**src/rtl/multicycle_control_if.sv**
```systemverilog
// ============================================================================
// Module : multicycle_control_if
// Brief  : Instruction-field, ALU-flag and control-strobe bundle between the
//          multicycle controller and its datapath.
// Rev    : 1.0
// ============================================================================
`default_nettype none

interface multicycle_control_if;
    logic [5:0] Opcode;
    logic [5:0] Funct;
    logic       Zero_Flag;

    logic [3:0] ALU_Ctl;
    logic       ALUSrcA;
    logic [1:0] ALUSrcB;
    logic [1:0] PCSource;
    logic       PCWrite;
    logic       IorD;
    logic       MemRead;
    logic       MemWrite;
    logic       IRWrite;
    logic       RegDst;
    logic       MemtoReg;
    logic       RegWrite;
    logic       Illegal;
    logic [3:0] State;

    // Controller side: consumes instruction fields, drives control strobes
    modport master (
        input  Opcode, Funct, Zero_Flag,
        output ALU_Ctl, ALUSrcA, ALUSrcB, PCSource, PCWrite, IorD, MemRead,
               MemWrite, IRWrite, RegDst, MemtoReg, RegWrite, Illegal, State
    );

    // Datapath side
    modport slave (
        output Opcode, Funct, Zero_Flag,
        input  ALU_Ctl, ALUSrcA, ALUSrcB, PCSource, PCWrite, IorD, MemRead,
               MemWrite, IRWrite, RegDst, MemtoReg, RegWrite, Illegal, State
    );
endinterface

`default_nettype wire

```
**src/rtl/multicycle_control.sv**
```systemverilog
// ============================================================================
// Module : multicycle_control
// Brief  : Moore control FSM for a multicycle MIPS-subset datapath
//          (lw, sw, R-type, beq, j, addi).
// Rev    : 1.0
// ============================================================================
`default_nettype none

module multicycle_control (
    input  logic                  Clk,
    input  logic                  Reset,
    multicycle_control_if.master  bus
);

    localparam logic [3:0] ALU_AND = 4'b0000;
    localparam logic [3:0] ALU_OR  = 4'b0001;
    localparam logic [3:0] ALU_ADD = 4'b0010;
    localparam logic [3:0] ALU_SUB = 4'b0110;
    localparam logic [3:0] ALU_SLT = 4'b0111;
    localparam logic [3:0] ALU_NOR = 4'b1100;

    localparam logic [5:0] OP_RTYPE = 6'b000000;
    localparam logic [5:0] OP_J     = 6'b000010;
    localparam logic [5:0] OP_BEQ   = 6'b000100;
    localparam logic [5:0] OP_ADDI  = 6'b001000;
    localparam logic [5:0] OP_LW    = 6'b100011;
    localparam logic [5:0] OP_SW    = 6'b101011;

    typedef enum logic [3:0] {
        S_FETCH     = 4'd0,
        S_DECODE    = 4'd1,
        S_MEMADDR   = 4'd2,
        S_MEMREAD   = 4'd3,
        S_MEMWB     = 4'd4,
        S_MEMWRITE  = 4'd5,
        S_EXECUTE   = 4'd6,
        S_RCOMPLETE = 4'd7,
        S_BRANCH    = 4'd8,
        S_JUMP      = 4'd9,
        S_ADDI_EXEC = 4'd10,
        S_ADDI_DONE = 4'd11
    } state_t;

    typedef struct packed {
        logic [3:0] alu_ctl;
        logic       alu_src_a;
        logic [1:0] alu_src_b;
        logic [1:0] pc_source;
        logic       pc_write;
        logic       iord;
        logic       mem_read;
        logic       mem_write;
        logic       ir_write;
        logic       reg_dst;
        logic       mem_to_reg;
        logic       reg_write;
    } ctl_t;

    state_t     state;
    state_t     next_state;
    ctl_t       ctl;
    logic [3:0] funct_alu;
    logic       funct_ok;
    state_t     decode_target;
    logic       op_ok;
    logic       branch_take;

    // Moore outputs of a state; exec_* only matter for EXECUTE/RCOMPLETE
    function automatic ctl_t decode_ctl(input state_t s, input logic [3:0] exec_alu,
                                        input logic exec_ok);
        ctl_t c;
        c         = '0;
        c.alu_ctl = ALU_ADD;
        case (s)
            S_FETCH: begin
                c.mem_read  = 1'b1;
                c.ir_write  = 1'b1;
                c.pc_write  = 1'b1;
                c.alu_src_b = 2'b01;
            end
            S_DECODE:    c.alu_src_b = 2'b11;
            S_MEMADDR, S_ADDI_EXEC: begin
                c.alu_src_a = 1'b1;
                c.alu_src_b = 2'b10;
            end
            S_MEMREAD: begin
                c.mem_read = 1'b1;
                c.iord     = 1'b1;
            end
            S_MEMWB: begin
                c.reg_write  = 1'b1;
                c.mem_to_reg = 1'b1;
            end
            S_MEMWRITE: begin
                c.mem_write = 1'b1;
                c.iord      = 1'b1;
            end
            S_EXECUTE: begin
                c.alu_src_a = 1'b1;
                c.alu_ctl   = exec_alu;
            end
            // An unsupported funct seen in EXECUTE suppresses the writeback
            S_RCOMPLETE: begin
                c.reg_dst   = 1'b1;
                c.reg_write = exec_ok;
            end
            S_BRANCH: begin
                c.alu_src_a = 1'b1;
                c.alu_ctl   = ALU_SUB;
                c.pc_source = 2'b01;
            end
            S_JUMP: begin
                c.pc_write  = 1'b1;
                c.pc_source = 2'b10;
            end
            S_ADDI_DONE: c.reg_write = 1'b1;
            default: ;
        endcase
        return c;
    endfunction

    always_comb begin
        funct_ok  = 1'b1;
        funct_alu = ALU_ADD;
        case (bus.Funct)
            6'b100000: funct_alu = ALU_ADD;
            6'b100010: funct_alu = ALU_SUB;
            6'b100100: funct_alu = ALU_AND;
            6'b100101: funct_alu = ALU_OR;
            6'b100111: funct_alu = ALU_NOR;
            6'b101010: funct_alu = ALU_SLT;
            default:   funct_ok  = 1'b0;
        endcase
    end

    always_comb begin
        op_ok         = 1'b1;
        decode_target = S_FETCH;
        case (bus.Opcode)
            OP_LW, OP_SW: decode_target = S_MEMADDR;
            OP_RTYPE:     decode_target = S_EXECUTE;
            OP_BEQ:       decode_target = S_BRANCH;
            OP_J:         decode_target = S_JUMP;
            OP_ADDI:      decode_target = S_ADDI_EXEC;
            default:      op_ok         = 1'b0;
        endcase
    end

    always_comb begin
        next_state = S_FETCH;
        case (state)
            S_FETCH:     next_state = S_DECODE;
            S_DECODE:    next_state = decode_target;
            S_MEMADDR:   next_state = (bus.Opcode == OP_SW) ? S_MEMWRITE : S_MEMREAD;
            S_MEMREAD:   next_state = S_MEMWB;
            S_EXECUTE:   next_state = S_RCOMPLETE;
            S_ADDI_EXEC: next_state = S_ADDI_DONE;
            default:     next_state = S_FETCH;
        endcase
    end

    // Outputs are registered alongside the state they belong to
    always_ff @(posedge Clk) begin
        if (Reset) begin
            state <= S_FETCH;
            ctl   <= decode_ctl(S_FETCH, ALU_ADD, 1'b1);
        end else begin
            state <= next_state;
            ctl   <= decode_ctl(next_state, funct_alu, funct_ok);
        end
    end

    assign branch_take = (state == S_BRANCH) && bus.Zero_Flag;

    assign bus.ALU_Ctl  = ctl.alu_ctl;
    assign bus.ALUSrcA  = ctl.alu_src_a;
    assign bus.ALUSrcB  = ctl.alu_src_b;
    assign bus.PCSource = ctl.pc_source;
    assign bus.IorD     = ctl.iord;
    assign bus.RegDst   = ctl.reg_dst;
    assign bus.MemtoReg = ctl.mem_to_reg;
    assign bus.State    = state;

    // Strobes are held off for as long as Reset is high, whatever the state
    assign bus.PCWrite  = ~Reset & (ctl.pc_write | branch_take);
    assign bus.MemRead  = ~Reset & ctl.mem_read;
    assign bus.MemWrite = ~Reset & ctl.mem_write;
    assign bus.IRWrite  = ~Reset & ctl.ir_write;
    assign bus.RegWrite = ~Reset & ctl.reg_write;
    assign bus.Illegal  = ~Reset & (((state == S_DECODE)  & ~op_ok) |
                                    ((state == S_EXECUTE) & ~funct_ok));

endmodule

`default_nettype wire

```
**src/flat_wrapper.sv**
```systemverilog
// flat-port wrapper written by rule: the top's interface ports become plain ports
module multicycle_control_flat 
  (Clk, Reset, bus_Opcode, bus_Funct, bus_Zero_Flag, bus_ALU_Ctl, bus_ALUSrcA, bus_ALUSrcB, bus_PCSource, bus_PCWrite, bus_IorD, bus_MemRead, bus_MemWrite, bus_IRWrite, bus_RegDst, bus_MemtoReg, bus_RegWrite, bus_Illegal, bus_State);
  multicycle_control_if bus_i ();
  input  logic Clk;
  input  logic Reset;
  input wire logic [$bits(bus_i.Opcode)-1:0] bus_Opcode;
  input wire logic [$bits(bus_i.Funct)-1:0] bus_Funct;
  input wire logic [$bits(bus_i.Zero_Flag)-1:0] bus_Zero_Flag;
  output wire logic [$bits(bus_i.ALU_Ctl)-1:0] bus_ALU_Ctl;
  output wire logic [$bits(bus_i.ALUSrcA)-1:0] bus_ALUSrcA;
  output wire logic [$bits(bus_i.ALUSrcB)-1:0] bus_ALUSrcB;
  output wire logic [$bits(bus_i.PCSource)-1:0] bus_PCSource;
  output wire logic [$bits(bus_i.PCWrite)-1:0] bus_PCWrite;
  output wire logic [$bits(bus_i.IorD)-1:0] bus_IorD;
  output wire logic [$bits(bus_i.MemRead)-1:0] bus_MemRead;
  output wire logic [$bits(bus_i.MemWrite)-1:0] bus_MemWrite;
  output wire logic [$bits(bus_i.IRWrite)-1:0] bus_IRWrite;
  output wire logic [$bits(bus_i.RegDst)-1:0] bus_RegDst;
  output wire logic [$bits(bus_i.MemtoReg)-1:0] bus_MemtoReg;
  output wire logic [$bits(bus_i.RegWrite)-1:0] bus_RegWrite;
  output wire logic [$bits(bus_i.Illegal)-1:0] bus_Illegal;
  output wire logic [$bits(bus_i.State)-1:0] bus_State;
  assign bus_i.Opcode = bus_Opcode;
  assign bus_i.Funct = bus_Funct;
  assign bus_i.Zero_Flag = bus_Zero_Flag;
  assign bus_ALU_Ctl = bus_i.ALU_Ctl;
  assign bus_ALUSrcA = bus_i.ALUSrcA;
  assign bus_ALUSrcB = bus_i.ALUSrcB;
  assign bus_PCSource = bus_i.PCSource;
  assign bus_PCWrite = bus_i.PCWrite;
  assign bus_IorD = bus_i.IorD;
  assign bus_MemRead = bus_i.MemRead;
  assign bus_MemWrite = bus_i.MemWrite;
  assign bus_IRWrite = bus_i.IRWrite;
  assign bus_RegDst = bus_i.RegDst;
  assign bus_MemtoReg = bus_i.MemtoReg;
  assign bus_RegWrite = bus_i.RegWrite;
  assign bus_Illegal = bus_i.Illegal;
  assign bus_State = bus_i.State;
  multicycle_control u_core (.Clk(Clk), .Reset(Reset), .bus(bus_i));
endmodule
```
**config.mk**
```make
export PLATFORM = sky130hd
export DESIGN_NAME = multicycle_control_flat
export DESIGN_NICKNAME = d
export VERILOG_FILES = /design/src/rtl/multicycle_control_if.sv /design/src/rtl/multicycle_control.sv /design/src/flat_wrapper.sv
export SDC_FILE = /design/constraint.sdc
export NUM_CORES = 1
export LEC_CHECK = 0
export CAP_MARGIN = 20
export CORE_MARGIN = 8
export CORE_UTILIZATION = 42
export CTS_CLUSTER_SIZE = 12
export DETAILED_ROUTE_END_ITERATION = 16
export DONT_BUFFER_PORTS = 1
export SYNTH_ARGS = -nofsm -noshare
export SYNTH_HDL_FRONTEND = slang
export SYNTH_SLANG_ARGS = --single-unit
```
**constraint.sdc**
```tcl
create_clock -name Clk -period 5.4 [get_ports Clk]
set_input_delay 1.62 -clock Clk [delete_from_list [all_inputs] [get_ports Clk]]
set_output_delay 1.62 -clock Clk [all_outputs]
set_load 0.01 [all_outputs]
```
==> results of run 1 <==
-- report_power, final --
group          switching (mW)  internal, mW  total, mW
logic                  0.0132        0.0106     0.0238
registers             0.00440         0.159      0.163
clock network          0.0478        0.0276     0.0754
-- final timing paths --
check | endpoint
max | bus_Illegal
min | u_core.bus.IorD
max reg2reg | u_core.ctl[7]
min reg2reg | u_core.bus.IorD
-- area by class of cell --
cell class | count | share of cell area
clock buffer | 3 | 0.0217
clock inverter | 1 | 0.00482
inverter | 5 | 0.0181
multi-input combinational | 83 | 0.514
sequential | 21 | 0.405
tap | 30 | 0.0361
-- logic make-up after synthesis --
kind of cell,share of synthesized area
AOI/OAI and AO/OA,0.164
adders and majority gates,0.00954
xor gates and xnor gates,0.00834
and+or+nand+nor,0.327
DFF,0.400
buffers and inverters,0.0906
-- sequential cells by signal (all words and copies together) (netlist names) --
name                 cells
u_core.bus.ALU_Ctl       4
u_core.bus.State         4
u_core.bus.ALUSrcA       1
u_core.bus.PCSource      2
u_core.bus.IorD          1
u_core.ctl               5
u_core.bus.ALUSrcB       2
u_core.bus.MemtoReg      1
u_core.bus.RegDst        1
-- critical path: cells and delay by family --
family | cells | cell delay (ns)
compound gates | 2 | 0.25
simple gates | 3 | 0.77
-- per-stage QoR --
stage	instance area, µm²	hold WS [ns]	utilization
CTS	1040	0.725	0.427
finish	1040	0.719	0.427
floorplan	1050	0.613	-
global route	1040	0.762	0.427
detailed placement	1010	0.709	0.416
global placement	1010	0.706	0.416
-- placed cells by master, fill, tap and decap left out, types with 2 or more instances in the layout --
master,count
sky130_fd_sc_hd__and3_1,6
sky130_fd_sc_hd__a211oi_1,3
sky130_fd_sc_hd__nand3_1,4
sky130_fd_sc_hd__inv_1,5
sky130_fd_sc_hd__o21ai_0,6
sky130_fd_sc_hd__nor3_2,2
sky130_fd_sc_hd__nand2b_1,2
sky130_fd_sc_hd__or3_1,2
sky130_fd_sc_hd__nor4_1,2
sky130_fd_sc_hd__nor3_1,9
sky130_fd_sc_hd__and2b_1,2
sky130_fd_sc_hd__clkbuf_4,3
sky130_fd_sc_hd__nor2_1,12
sky130_fd_sc_hd__nand2_1,3
sky130_fd_sc_hd__nor2b_1,8
sky130_fd_sc_hd__dfxtp_1,21
-- per-layer routing --
metal | up-vias | share of wire | global-route usage
met5 | - | 0 | 0
met3 | 5 | 0.12 | 0.0559
met1 | 389 | 0.40 | 0.113
met4 | 0 | 0.017 | 0.0560
met2 | 30 | 0.46 | 0.201
li1 | 411 | - | -
==> Flow_metrics.wiki, run 1 <==
{| class="wikitable"
! Metric !! Value
|-
| Instance count of the mapped netlist || 121
|-
| Worst-margin pin slew || 0.562 ns
|-
| Mean cell area of the mapped netlist || 8.68 µm²
|-
| Detailed-route via count || 835
|-
| Count of input and output buffers || 0
|-
| Async set-or-reset flop fraction in the synthesized netlist || 0
|-
| Clk buf depth || 2
|-
| Clock transition at the registers of the reported paths || 0.12 ns
|-
| Cell area after synthesis || 0.00105 mm²
|-
| Start point of the worst hold path || u_core.bus.State[1]
|-
| Worst IR drop on VDD || 119 µV
|-
| Post-synthesis sequential area ratio || 0.400
|-
| Relative max-transition margin || 0.622
|-
| Number of setup violations in the final report || 0
|-
| Area of the placeable core || 0.00243 mm²
|-
| Register Area || 420 µm²
|-
| Initial antenna violation count || 0
|-
| First-pass iteration count of the detailed router || 4
|-
| Leak || 0.396 nW
|-
| Antenna viol nets, final || 0
|-
| Endpoint class of the critical path || primary output
|-
| Period minus WS final || 4.26 ns
|-
| Top-level port count || 37
|-
| Via-to-Cell Ratio || 5.84
|-
| Total Negative Setup Slacks || 0 ns
|-
| Maximum cell stage delay along the critical path || 0.52 ns
|-
| All-layer global routing usage || 0.116
|-
| Post-detailed-routing wire length || 2350 µm
|-
| Final worst-path setup slack || 1.14 ns
|-
| Crit start category || primary input
|-
| Clock Latency Late Sink || 0.31 ns
|-
| RSZ-0062 raised after global routing || false
|-
| Combined area of the multi-input logic cells || 534 µm²
|-
| Cell depth of the worst min-delay path || 2
|-
| Layout fillers || 261
|-
| Area Overhead vs Synth || -1.07%
|-
| Hold Fails Final Rpt || 0
|-
| CTS tree || built
|-
| Clock tree root buffer cell || sky130_fd_sc_hd__clkbuf_4
|-
| Nets in the synthesized netlist || 136
|-
| Rows || 18
|-
| Run status || complete, no violations
|-
| Most numerous cell types in the synthesized netlist || sky130_fd_sc_hd__dfxtp_1 (21), sky130_fd_sc_hd__nor2_1 (12), sky130_fd_sc_hd__nor3_1 (9)
|-
| Maximum clock frequency || 0.235 GHz
|-
| Total count of max-transition violations in the final report || 0
|-
| Die Area || 0.00436 mm²
|-
| Post-Route Skew || 0.0108 ns
|-
| Area share of the largest cell type after synthesis || 0.400
|-
| Synth warn || 0
|-
| Total gr overflow || 0
|-
| Crit path DAT || 2.64 ns
|-
| Via count of the first global-routing pass || 859
|-
| Die H || 66.0 µm
|-
| Path category of the worst min-delay check || reg -> reg
|-
| Critical path data required time || 3.78 ns
|-
| Antenna Diode Count || 0
|-
| CTS H-Tree Depth || 1
|-
| Start point of the critical path || bus_Opcode[2]
|-
| Count of maximum capacitance violations || 0
|-
| Post-synth cell types || 40
|-
| Initial core utilization || 0.432
|-
| Critical path, cell by cell || or4_4, nor3_2, a211oi_1, a32oi_1, nor2_1
|-
| Die X || 66.0 µm
|-
| Number of buffers added for setup after CTS || 0
|-
| Per-cell routed wire length || 16.5 µm
|-
| Most frequently used flop master after synthesis || sky130_fd_sc_hd__dfxtp_1
|-
| Number of cell instances on the worst register-to-register path || 6
|-
| Placed cell count || 139
|-
| Residual DRC || 0
|-
| Post-route fraction of the period consumed by the critical path || 0.788
|-
| Pin count of the biggest net entering global routing || 18
|-
| Ratio of cells with drive above 1 in the final layout || 0.0885
|-
| Critical path class || in -> out
|-
| Pre-CTS setup slack || 1.15 ns
|-
| Count of hold-fix buffers inserted at cts || 0
|-
| Area leader, netlist || sky130_fd_sc_hd__dfxtp_1
|-
| Leading cell types by total area after synthesis || sky130_fd_sc_hd__dfxtp_1 (40%), sky130_fd_sc_hd__buf_4 (5.7%), sky130_fd_sc_hd__nor2b_1 (4.8%)
|-
| Total CTS buffers || 3
|-
| Final-stage net count || 129
|-
| Clk sinks || 21
|-
| Final instance count without filler cells || 143
|-
| Last weighted congestion value of the routability-driven placer || 0.819
|-
| Violation count after the first detailed-route iteration || 48
|-
| Worst reg2reg setup slack || 3.36 ns
|-
| #FFs+latches synth || 21
|-
| Worst reg2reg path startpoint || u_core.bus.State[0]
|-
| Most frequent cell after synthesis || sky130_fd_sc_hd__dfxtp_1
|-
| Power, Total || 0.262 mW
|-
| Power density cells || 253 mW/mm²
|-
| Critical Path Fanout Max || 6
|-
| Post-cts gate resize count || 0
|-
| Post-synth EDFFs || 0
|-
| First-pass GRT wire length || 3970 µm
|-
| Detailed-placement wirelength estimate || 1810 µm
|-
| Slowest cell on crit path || sky130_fd_sc_hd__or4_4
|}
Power figures use the tool's default switching activity.
==> run 2, diff against run 1 <==
clock period = 3.6 ns   (was 5.4 ns; I/O delays follow)
==> results of run 2 <==
Same layout as run 1 (identical final DEF). Status: complete, no violations.
Main changes from that run: setup slack after placement 1.15 ns -> 0.427 ns; setup slack after layout 1.14 ns -> 0.424 ns; register-to-register setup slack 3.36 ns -> 1.56 ns; total power 0.262 mW -> 0.394 mW; worst IR drop on VDD 119 µV -> 179 µV
==> RTL edit, RTL diff (config.mk and constraints of run 2) <==
Reset style: asynchronous (`Reset`), changed in one clocked block.
--- a/src/rtl/multicycle_control.sv
+++ b/src/rtl/multicycle_control.sv
@@ -161,5 +161,5 @@
 
     // Outputs are registered alongside the state they belong to
-    always_ff @(posedge Clk) begin
+    always_ff @(posedge Clk or posedge Reset) begin
         if (Reset) begin
             state <= S_FETCH;
Check against the original RTL: differs if Reset is asserted again (counterexample within 4 cycles, from zero or initial values and one cycle with Reset high); with Reset held inactive, the same outputs for 10 cycles.
==> RTL edit against run 2 <==
- area after synthesis is 9.5% higher
- count of clock-buffer cells in the layout unchanged
- wire length is 4.9% higher
- cell area grew 9.0%
- critical path depth shrank 1
- sequential cell count did not move
- setup slack gained 0.16 ns
- sequential share of layout area is 6.5 points higher
- critical endpoint unchanged
- highest routed layer unchanged
Power is not compared: it rests on default switching activity, and its combinational part moved more than twofold at a synthesized area within 25%.
==> RTL edit: results (changes against run 2) <==
Syn Nets 128 (was 136); Reg-to-Reg End u_core.bus.ALUSrcB[0] (was u_core.ctl[7]); post-synth cell types 42 (was 40); Synth area leaders dfrtp_1 (35%), dfstp_2 (11%), buf_4 (5.2%) (was dfxtp_1 (40%), buf_4 (5.7%), nor2b_1 (4.8%)); Multi-In Gates 77 (was 83); vias in the first global route 852 (was 859); WL per Instance 18.02 um (was 16.46 um); cell depth of the worst hold path 1 (was 2); WP data arrival 1.93 ns (was 2.10 ns); FF+latch area 531.8 um^2 (was 420.4 um^2); GRT Resource Usage Total 11.31% (was 11.59%); global-route wire length before repair 3974 um (unchanged); Multi-input gate area 519.2 um^2 (was 534.3 um^2); met2 usage 17.94% (was 20.10%); Critical Path Source bus_Opcode[3] (was bus_Opcode[2]); fraction of area in multi-input gates 45.86% (was 51.45%); commonest cells in the netlist dfrtp_1 (16), nor2_1 (11), buf_4 (8) (was dfxtp_1 (21), nor2_1 (12), nor3_1 (9)); largest family of logic cells by synthesized area simple AND/OR/NAND/NOR gates (unchanged); Register-to-Register Path Depth 5 (was 6); DR WL met3 263 um (was 291 um); clock network area share 2.431% (was 2.651%); Detail Placement HPWL 1951 um (was 1813 um); Clock Latency Late Sink 0.30 ns; Adder-Cell Fraction of Synth Area 0% (was 0.9535%); Setup Skew 0.004917 ns (was 0.01080 ns); met2 wire len 1162 um (was 1091 um); Met1 Wirelength 983 um (was 931 um); vias per cell 5.869 (was 5.839); Crit Path Max Fanout 4 (was 6); Min-Delay Endpoint u_core.ctl[0] (was u_core.bus.IorD); FFs & Latches 21 (unchanged); R2R Setup Slk 1.73 ns (was 1.56 ns); final net count 122 (was 129); worst r2r src u_core.bus.State[3] (was u_core.bus.State[0]); XOR/XNOR Fraction of Synth Area 0.7617% (was 0.8343%); Hold Crit Start u_core.bus.State[1] (unchanged); FFs w/ async S/R, synth 100.0% (was 0%); outcome finished clean (unchanged); Max VDD drop 0.0002697 V; Routability Congestion 0.7518 (was 0.8188); fillcell total 263 (was 261); multiplexer share of the synthesized area 0.9793% (was 0%); max-slew headroom at the worst pin 50.43% (was 62.23%); Inverters 4 (was 5); Synth Area in Compound Gates 17.30% (was 16.45%); 1st-iter DRT viols 16 (was 48); post-CTS sizing 0 (unchanged); largest net degree at the start of global routing 22 (was 18); register area share after synthesis 46.25% (was 40.05%); synthesis-to-finish area growth -1.523% (was -1.072%); layout cell share with drive strength beyond 1 21.70% (was 8.850%); CTS clk-pin slew, worst paths 0.12 ns (about the same); Root Buffer clkbuf_4 (unchanged); GRT met1 Usage 12.93% (was 11.32%); TritonCTS Buffers 3 (unchanged); met3 global-route usage 3.764% (was 5.593%)
-- RTL edit: critical path: stages --
cell and delay (ns):
nor4_2 0.35, nand2_1 0.19, a32oi_1 0.21, nor2_1 0.10
-- RTL edit: per-stage QoR --
stage | setup WS, ns | instances | hold slack (ns) | util, %
after floorplan | 0.6808 | 113 | 0.6108 | -
after global placement | 0.6050 | 133 | 0.6941 | 41.13
after detailed placement | 0.5697 | 133 | 0.6996 | 41.13
after CTS | 0.5739 | 137 | 0.7154 | 42.15
after global routing | 0.4693 | 137 | 0.7446 | 42.15
final | 0.5886 | 137 | 0.7111 | 42.15
-- RTL edit: power groups by stage --
stage	sequential [mW]	combinational [mW]	clock (mW)
floorplan	0.325	0.199	0
global placement	0.363	0.174	0
detailed placement	0.363	0.176	0
CTS	0.358	0.176	0.114
global route	0.365	0.195	0.126
finish	0.356	0.173	0.113
